--- src/rtl/derandomizer.sv ---
// Receive-side descrambler for the 802.16 OFDM PRBS (1 + x^14 + x^15).
// Bit-serial valid/ready stream with one output register; the burst is framed by start/burst_len.
module derandomizer #(
  parameter int LEN_W = 16
) (
  input  logic             clk,
  input  logic             reset,
  input  logic             start,
  input  logic [3:0]       bsid,
  input  logic [3:0]       uiuc,
  input  logic [3:0]       fnum,
  input  logic [LEN_W-1:0] burst_len,
  input  logic             in_bit,
  input  logic             in_valid,
  output logic             in_ready,
  output logic             out_bit,
  output logic             out_valid,
  input  logic             out_ready,
  output logic             busy,
  output logic             done,
  output logic             drop_err
);

  typedef enum logic [0:0] {
    S_IDLE = 1'b0,
    S_RUN  = 1'b1
  } state_t;

  state_t           state_q, state_d;
  // lfsr_q[k] holds stage r[k+1]; the feedback taps are r[14] and r[15]
  logic [14:0]      lfsr_q, lfsr_d;
  logic [LEN_W-1:0] cnt_q, cnt_d;
  logic [LEN_W-1:0] len_q, len_d;
  logic             obit_q, obit_d;
  logic             ovld_q, ovld_d;
  logic             done_q, done_d;
  logic             drop_q, drop_d;

  logic             hs;
  logic             fb;
  logic [14:0]      seed;
  logic [LEN_W-1:0] cnt_inc;

  assign seed = {bsid[0], bsid[1], bsid[2], bsid[3], 1'b1, 1'b1,
                 uiuc[0], uiuc[1], uiuc[2], uiuc[3], 1'b1,
                 fnum[0], fnum[1], fnum[2], fnum[3]};

  assign fb       = lfsr_q[13] ^ lfsr_q[14];
  assign cnt_inc  = cnt_q + {{(LEN_W-1){1'b0}}, 1'b1};
  assign in_ready = (state_q == S_RUN) & ~start & (~ovld_q | out_ready);
  assign hs       = in_valid & in_ready;

  always_comb begin
    state_d = state_q;
    lfsr_d  = lfsr_q;
    cnt_d   = cnt_q;
    len_d   = len_q;
    obit_d  = obit_q;
    ovld_d  = ovld_q;
    done_d  = 1'b0;
    drop_d  = drop_q;

    if (ovld_q && out_ready) begin
      ovld_d = 1'b0;
    end

    if (hs) begin
      obit_d = in_bit ^ fb;
      ovld_d = 1'b1;
      lfsr_d = {lfsr_q[13:0], fb};
      cnt_d  = cnt_inc;
      if (cnt_inc == len_q) begin
        state_d = S_IDLE;
        done_d  = 1'b1;
      end
    end

    if ((state_q == S_IDLE) && in_valid) begin
      drop_d = 1'b1;
    end

    // start (re)seeds and reframes; any pending output bit is left to drain
    if (start) begin
      lfsr_d = seed;
      cnt_d  = '0;
      len_d  = burst_len;
      drop_d = 1'b0;
      if (burst_len == '0) begin
        state_d = S_IDLE;
        done_d  = 1'b1;
      end else begin
        state_d = S_RUN;
      end
    end
  end

  always_ff @(posedge clk) begin
    if (reset) begin
      state_q <= S_IDLE;
      lfsr_q  <= '0;
      cnt_q   <= '0;
      len_q   <= '0;
      obit_q  <= 1'b0;
      ovld_q  <= 1'b0;
      done_q  <= 1'b0;
      drop_q  <= 1'b0;
    end else begin
      state_q <= state_d;
      lfsr_q  <= lfsr_d;
      cnt_q   <= cnt_d;
      len_q   <= len_d;
      obit_q  <= obit_d;
      ovld_q  <= ovld_d;
      done_q  <= done_d;
      drop_q  <= drop_d;
    end
  end

  assign out_bit   = obit_q;
  assign out_valid = ovld_q;
  assign busy      = (state_q == S_RUN);
  assign done      = done_q;
  assign drop_err  = drop_q;

endmodule

--- config.mk ---
export PLATFORM = sky130hd
export DESIGN_NAME = derandomizer
export DESIGN_NICKNAME = d
export VERILOG_FILES = /design/src/rtl/derandomizer.sv
export SDC_FILE = /design/constraint.sdc
export NUM_CORES = 1
export LEC_CHECK = 0
export CAP_MARGIN = 20
export CORE_AREA = 2 2 96 52
export CTS_BUF_LIST = sky130_fd_sc_hd__clkbuf_8
export CTS_CLUSTER_SIZE = 30
export DETAILED_ROUTE_END_ITERATION = 16
export DIE_AREA = 0 0 98 54
export PLACE_DENSITY = 0.84
export SYNTH_ARGS = -nofsm -noshare
export SYNTH_HDL_FRONTEND = slang
export SYNTH_SLANG_ARGS = --single-unit
export TNS_END_PERCENT = 100
--- constraint.sdc ---
create_clock -name clk -period 4.7 [get_ports clk]
set_input_delay 0.94 -clock clk [delete_from_list [all_inputs] [get_ports clk]]
set_output_delay 0.94 -clock clk [all_outputs]
set_load 0.05 [all_outputs]
# Word-level counts from Yosys, hierarchy flattened
# Index checks and enable logic that the tools add are counted.
# classes
addsub	1
eq_ne	1
muxes	12
bitwise	9
n_reduce_logical	8
# op_table
op	count
two-way mux 15 bit	2
adder 16 x 1 -> 16 bit, second input constant	1
== test 16 bit	1
zero test 16 bit	1
two-way mux 1 bit	10
nonzero test 2 bit	3
bitwise AND 1 bit	3
NOT 1 bit	3
logical AND 1 bit	2
AND reduction 2 bit	1
OR reduction 2 bit	1
XOR 1 bit	2
OR 1 bit	1
# word_totals
register_bits	52
input_bits	34
out_inout_bits	6
word_cells	39

# Longest topological paths before layout
# logic_depth
depth_word	7
mapped_depth	9
ltp_nobuf	7

# Least setup slack after synthesis
# OpenSTA, ideal clock, no wires.
# synth_timing
kind	input port to output port
startpoint	input port start
endpoint	output port in_ready
t_arrival_ns	1.659
required_ns	3.760
slack_ns	2.101
path_stages	3
n_path_buf	1
path_cell_list	clkbuf_1 -> inv_2 -> and3_1
# synth_via
elab_chain_cells	3
# synth_lines
element	line	source
start, declared	8	input logic start,
NOT 1 bit	50	assign in_ready = (state_q == S_RUN) & ~start & (~ovld_q | out_ready);
bitwise AND 1 bit (2 in a row)	50	
end, declared	15	output logic in_ready,
# No other way between the ends.

# Worst setup path in the final report
# layout_timing
startpoint	input port out_ready
endpoint	output port in_ready
# layout_via
elab_chain_cells	2
# layout_lines
element	line	source
start, declared	18	input logic out_ready,
OR 1 bit	50	
bitwise AND 1 bit	50	
# No other way between the ends.

==> results <==
- The number of antenna violations at the first check in global routing was 0.
- After detailed routing, the number of vias per cell comes to 5.47.
- The floorplan has 18 rows.
- The path type of the worst min-delay path is register to register.
- The setup TNS after final layout is 0 ps.
- The clock slew seen by the registers of the worst setup and hold paths is 90 ps.
- Routed signal wires occupy layers up through met4.
- Dividing the detail-routed wire length by the instance count gives 15.2 um.
- The via count of the first global-routing pass is 1890.
- The post-layout instance count excluding filler cells is 403.
- The largest individual stage delay along the critical path comes from the cell sky130_fd_sc_hd__clkdlybuf4s50_1.
- Yosys attributes the largest share of cell area to sky130_fd_sc_hd__dfxtp_1, sky130_fd_sc_hd__xnor2_1, sky130_fd_sc_hd__nor2_1.
- The clock tree root buffer cell is sky130_fd_sc_hd__clkbuf_8.
- The worst slew margin relative to its limit is 58.4%.
- For the pin with the worst max-slew slack, the measured transition is 622 ps.
- Cells with a size suffix above 1 make up 6.41% of the layout.
- The buffers plus inverters on the worst setup path is 2.
- The number of nets in the synthesized netlist is 346.
- The standby leakage power is 0.00109 uW.
- For this design the top-level I/O count stands at 40.
- After detailed routing, the total wire length is 6120 um.
- The count of nets after finishing is 377.
- After the first detailed-routing iteration, the DRC count stood at 197.
- The signal on the critical path passes through clkdlybuf4s50_1 > nand2b_1 > and3_1 > clkdlybuf4s50_1.
- The mean cell area of the mapped netlist is 8.27 sq um.
- The number of DRC violations after detailed routing is 0.
- The starting density of the core is 56.2%.
- The worst hold path depth is 2.
- The placed wire-length estimate is 4530 um.
- The final weighted congestion in routability-driven placement is 0.909.
- The repair_antennas step left the layout with diodes totalling 0.
- The first global-routing pass estimated 9430 um of wire.
- In this run the horizontal extent of the chip is 98 um.
- Prior to clock tree synthesis, the placed netlist has a worst setup slack of 1230 ps.
- Gates resized during post-CTS repair numbered 0.
- The total number of yosys warnings is 0.
- After synthesis, the largest area contributor takes up 40.5% of total cell area.
- The core area is 0.00457 sq mm.
- STA classifies the critical path endpoint as an output port.
- Of all cell types, the one taking the most synthesized area is sky130_fd_sc_hd__dfxtp_1.
- The total global routing overflow is 0.
- The die boundary height is 54 um.
- The worst hold path begins at out_bit$_SDFFE_PP0P_.
- Clock latency on the worst-skew pair, taken at its later pin, is 310 ps.
- The die footprint is 0.00529 sq mm.
- Setup repair after global routing left no endpoint under its margin.
- Setup slack on the critical path of the routed design comes to 1200 ps.
- IR analysis of the VDD net gives a maximum drop of 0.163 mV.
- In this run the tool buffered the top-level ports with 39 buffer cells.
- The routed via count is 2205.
- The worst register-to-register path ends at busy$_SDFFE_PP0P_.
- The number of setup buffers added after CTS is 0.
- The depth of the most critical reg-to-reg path is 6.
- The pin count of the biggest net entering global routing is 43.
- The wire length on met2 is 2470 um.
- TritonCTS built the clock tree.
- In this run the power density over the cells is 289 mW/mm^2.
- The terminating pin of the worst hold path is out_bit$_SDFFE_PP0P_.
- The number of pins exceeding their max-slew limit in the final report is 0.
- The largest stage delay on the critical path is 810 ps.
- The TritonCTS buffer count is 5.
- The number of search-and-repair iterations in the first detailed-routing pass is 4.
- The cell type with the highest occurrence count on the critical path is sky130_fd_sc_hd__clkdlybuf4s50_1.
- Including well taps, the total number of placed cells is 395.
- The count of unique library cells instantiated by Yosys is 43.
- The count of nets left with antenna violations once routing finished came out at 0.
- The run finished with clean final reports.
- The routed design uses 404 um of met3 wire.
- The kind of cell adding the most delay to the critical path is buffers and inverters.
- The layout overhead on the synthesized area is 19.6%.
- Based on the critical path, the design can be clocked at up to 286 MHz.
- For this run, the total global-route usage over all layers was measured as 23.3%.
- Synthesis inferred 52 register bits.
- The required time of the worst setup path is 3760 ps.
- The final setup violation count is 0.
- The post-route clock period utilization is 74.4%.
- The post-layout minimum cycle time is 3500 ps.
- The portion of the post-synthesis area used by sequential elements is 40.5%.
- The final count of hold timing violations came to 0.
- The longest clock path from root to sink contains 2 buffers.
- In this run the cell area of the synthesized design comes to 0.00257 sq mm.
- The critical path arrival is 2560 ps.
- Along the worst path, the maximum fanout reaches 4.
- The setup slack of the most critical reg-to-reg path is 2450 ps.
- The critical path in this run is classified as primary input to output port.
- CTS saw 52 sinks.
- The met1 wire length is 3200 um.
- The clock tree synthesis step divided the H-tree into 2 levels.
- In this run the critical register-to-register path is launched from cnt_q[0]$_SDFFE_PP0P_.
- STA classifies the critical path startpoint as a primary input.
- The number of max-cap violations is 0.
- Synthesis produced a netlist whose cell count is 311.
- In this run, post-CTS hold repair placed 0 buffers.
- Clock skew on the completed layout was measured at 10.9 ps.
[worst reg2reg max path, stage by stage, from the launching register on]
cell                        delay, ps
sky130_fd_sc_hd__dfxtp_1          460
sky130_fd_sc_hd__ha_1             300
sky130_fd_sc_hd__nand3_1          160
sky130_fd_sc_hd__or3_1            390
sky130_fd_sc_hd__a2111oi_2        460
sky130_fd_sc_hd__nand4_1          150
sky130_fd_sc_hd__a32o_1           230
[where the power goes]
part | total [uW] | internal, uW | leakage, uW | switching, uW
logic | 118 | 59.2 | 0.000600 | 58.8
registers | 472 | 458 | 0.000426 | 14.0
clock network | 299 | 156 | 0.0000593 | 143
total | 889 | 673 | 0.00109 | 216
[registers in the layout (all words and copies together), names as in the netlist]
name       flops
busy           1
cnt_q         16
done           1
drop_err       1
len_q         16
lfsr_q        15
out_bit        1
out_valid      1
[cell usage after synthesis]
cell type / instances
sky130_fd_sc_hd__o211ai_1: 1
sky130_fd_sc_hd__clkbuf_8: 1
sky130_fd_sc_hd__a211oi_2: 1
sky130_fd_sc_hd__buf_2: 2
sky130_fd_sc_hd__o31ai_1: 1
sky130_fd_sc_hd__clkbuf_1: 11
sky130_fd_sc_hd__and4_1: 1
sky130_fd_sc_hd__a21oi_1: 29
sky130_fd_sc_hd__or2_2: 1
sky130_fd_sc_hd__a211o_1: 1
sky130_fd_sc_hd__a32o_1: 1
sky130_fd_sc_hd__buf_1: 3
sky130_fd_sc_hd__dfxtp_1: 52
sky130_fd_sc_hd__buf_6: 1
sky130_fd_sc_hd__nand2b_1: 1
sky130_fd_sc_hd__nor4_2: 1
sky130_fd_sc_hd__nand4_2: 1
sky130_fd_sc_hd__inv_2: 1
sky130_fd_sc_hd__mux2i_1: 16
sky130_fd_sc_hd__xor2_1: 9
sky130_fd_sc_hd__a31oi_1: 3
sky130_fd_sc_hd__o311a_2: 1
sky130_fd_sc_hd__nand4_4: 1
sky130_fd_sc_hd__ha_1: 1
sky130_fd_sc_hd__and3_1: 2
sky130_fd_sc_hd__nor3_1: 3
sky130_fd_sc_hd__o21ai_0: 3
sky130_fd_sc_hd__or3_1: 5
sky130_fd_sc_hd__nand4_1: 4
sky130_fd_sc_hd__nor4_1: 6
sky130_fd_sc_hd__nand2_1: 39
sky130_fd_sc_hd__nor2_1: 52
sky130_fd_sc_hd__and3_2: 2
sky130_fd_sc_hd__a21oi_2: 1
sky130_fd_sc_hd__inv_1: 5
sky130_fd_sc_hd__xnor2_1: 30
sky130_fd_sc_hd__nand3_1: 12
sky130_fd_sc_hd__a41oi_1: 1
sky130_fd_sc_hd__a2111oi_2: 1
sky130_fd_sc_hd__a211oi_1: 1
sky130_fd_sc_hd__nor3b_1: 1
sky130_fd_sc_hd__o221ai_1: 1
sky130_fd_sc_hd__nand3b_1: 1
[placed cells by master (no fill, tap or decap), types with 2 or more instances in the layout]
cell type                         Yosys  layout
sky130_fd_sc_hd__nor2_1              52      52
sky130_fd_sc_hd__dfxtp_1             52      52
sky130_fd_sc_hd__nand2_1             39      39
sky130_fd_sc_hd__clkdlybuf4s50_1      0      38
sky130_fd_sc_hd__xnor2_1             30      30
sky130_fd_sc_hd__a21oi_1             29      29
sky130_fd_sc_hd__mux2i_1             16      16
sky130_fd_sc_hd__nand3_1             12      12
sky130_fd_sc_hd__xor2_1               9       9
sky130_fd_sc_hd__inv_1                5       6
sky130_fd_sc_hd__nor4_1               6       6
sky130_fd_sc_hd__or3_1                5       5
sky130_fd_sc_hd__clkbuf_8             1       5
sky130_fd_sc_hd__nand4_1              4       4
sky130_fd_sc_hd__a31oi_1              3       3
sky130_fd_sc_hd__nor3_1               3       3
sky130_fd_sc_hd__o21ai_0              3       3
sky130_fd_sc_hd__buf_4                0       3
sky130_fd_sc_hd__and3_1               2       2
sky130_fd_sc_hd__and3_2               2       2
[stage by stage]
step	util [%]	hold slack, ps	instance area, sq um	total power, uW
2_1_floorplan	-	456	2570	549
3_3_place_gp	64.9	442	2970	595
3_5_place_dp	64.9	458	2970	599
4_1_cts	67.2	470	3070	891
5_1_grt	67.2	499	3070	920
6_report	67.2	463	3070	889
[area by class of cell]
class | count | area, sq um
clock buffer | 5 | 68.8
clock inverter | 3 | 38.8
fill | 380 | 1500
inverter | 6 | 22.5
multi-input combinational | 235 | 1420
sequential | 52 | 1040
tap | 60 | 75.1
timing repair buffer | 42 | 408
[logic make-up after synthesis]
kind of cell | Yosys count | synth area share [%]
flip-flops | 52 | 40.5
AND/OR/NAND/NOR | 133 | 24.1
AO/OA/AOI/OAI | 46 | 11.1
multiplexers | 16 | 6.23
adder cells (fa/ha/maj) | 1 | 0.487
buffers and inverters | 24 | 4.28
XOR/XNOR | 39 | 13.3
[metal layers]
layer	vias to the layer above	track usage, %
li1	1116	-
met1	1008	34.8
met2	75	33.4
met3	6	5.97
met4	0	5.56
met5	-	0
[worst max-delay path by stage]
stage               from       end  slack (ps)  cells past startpoint
3_3_place_gp   out_ready  in_ready        1260                      4
6_report       out_ready  in_ready        1200                      4
4_1_cts        out_ready  in_ready        1210                      4
2_1_floorplan      start  in_ready        2100                      3
5_1_grt        out_ready  in_ready        1180                      4
3_5_place_dp   out_ready  in_ready        1230                      4
Note: power is estimated with default switching activity, not from simulation.
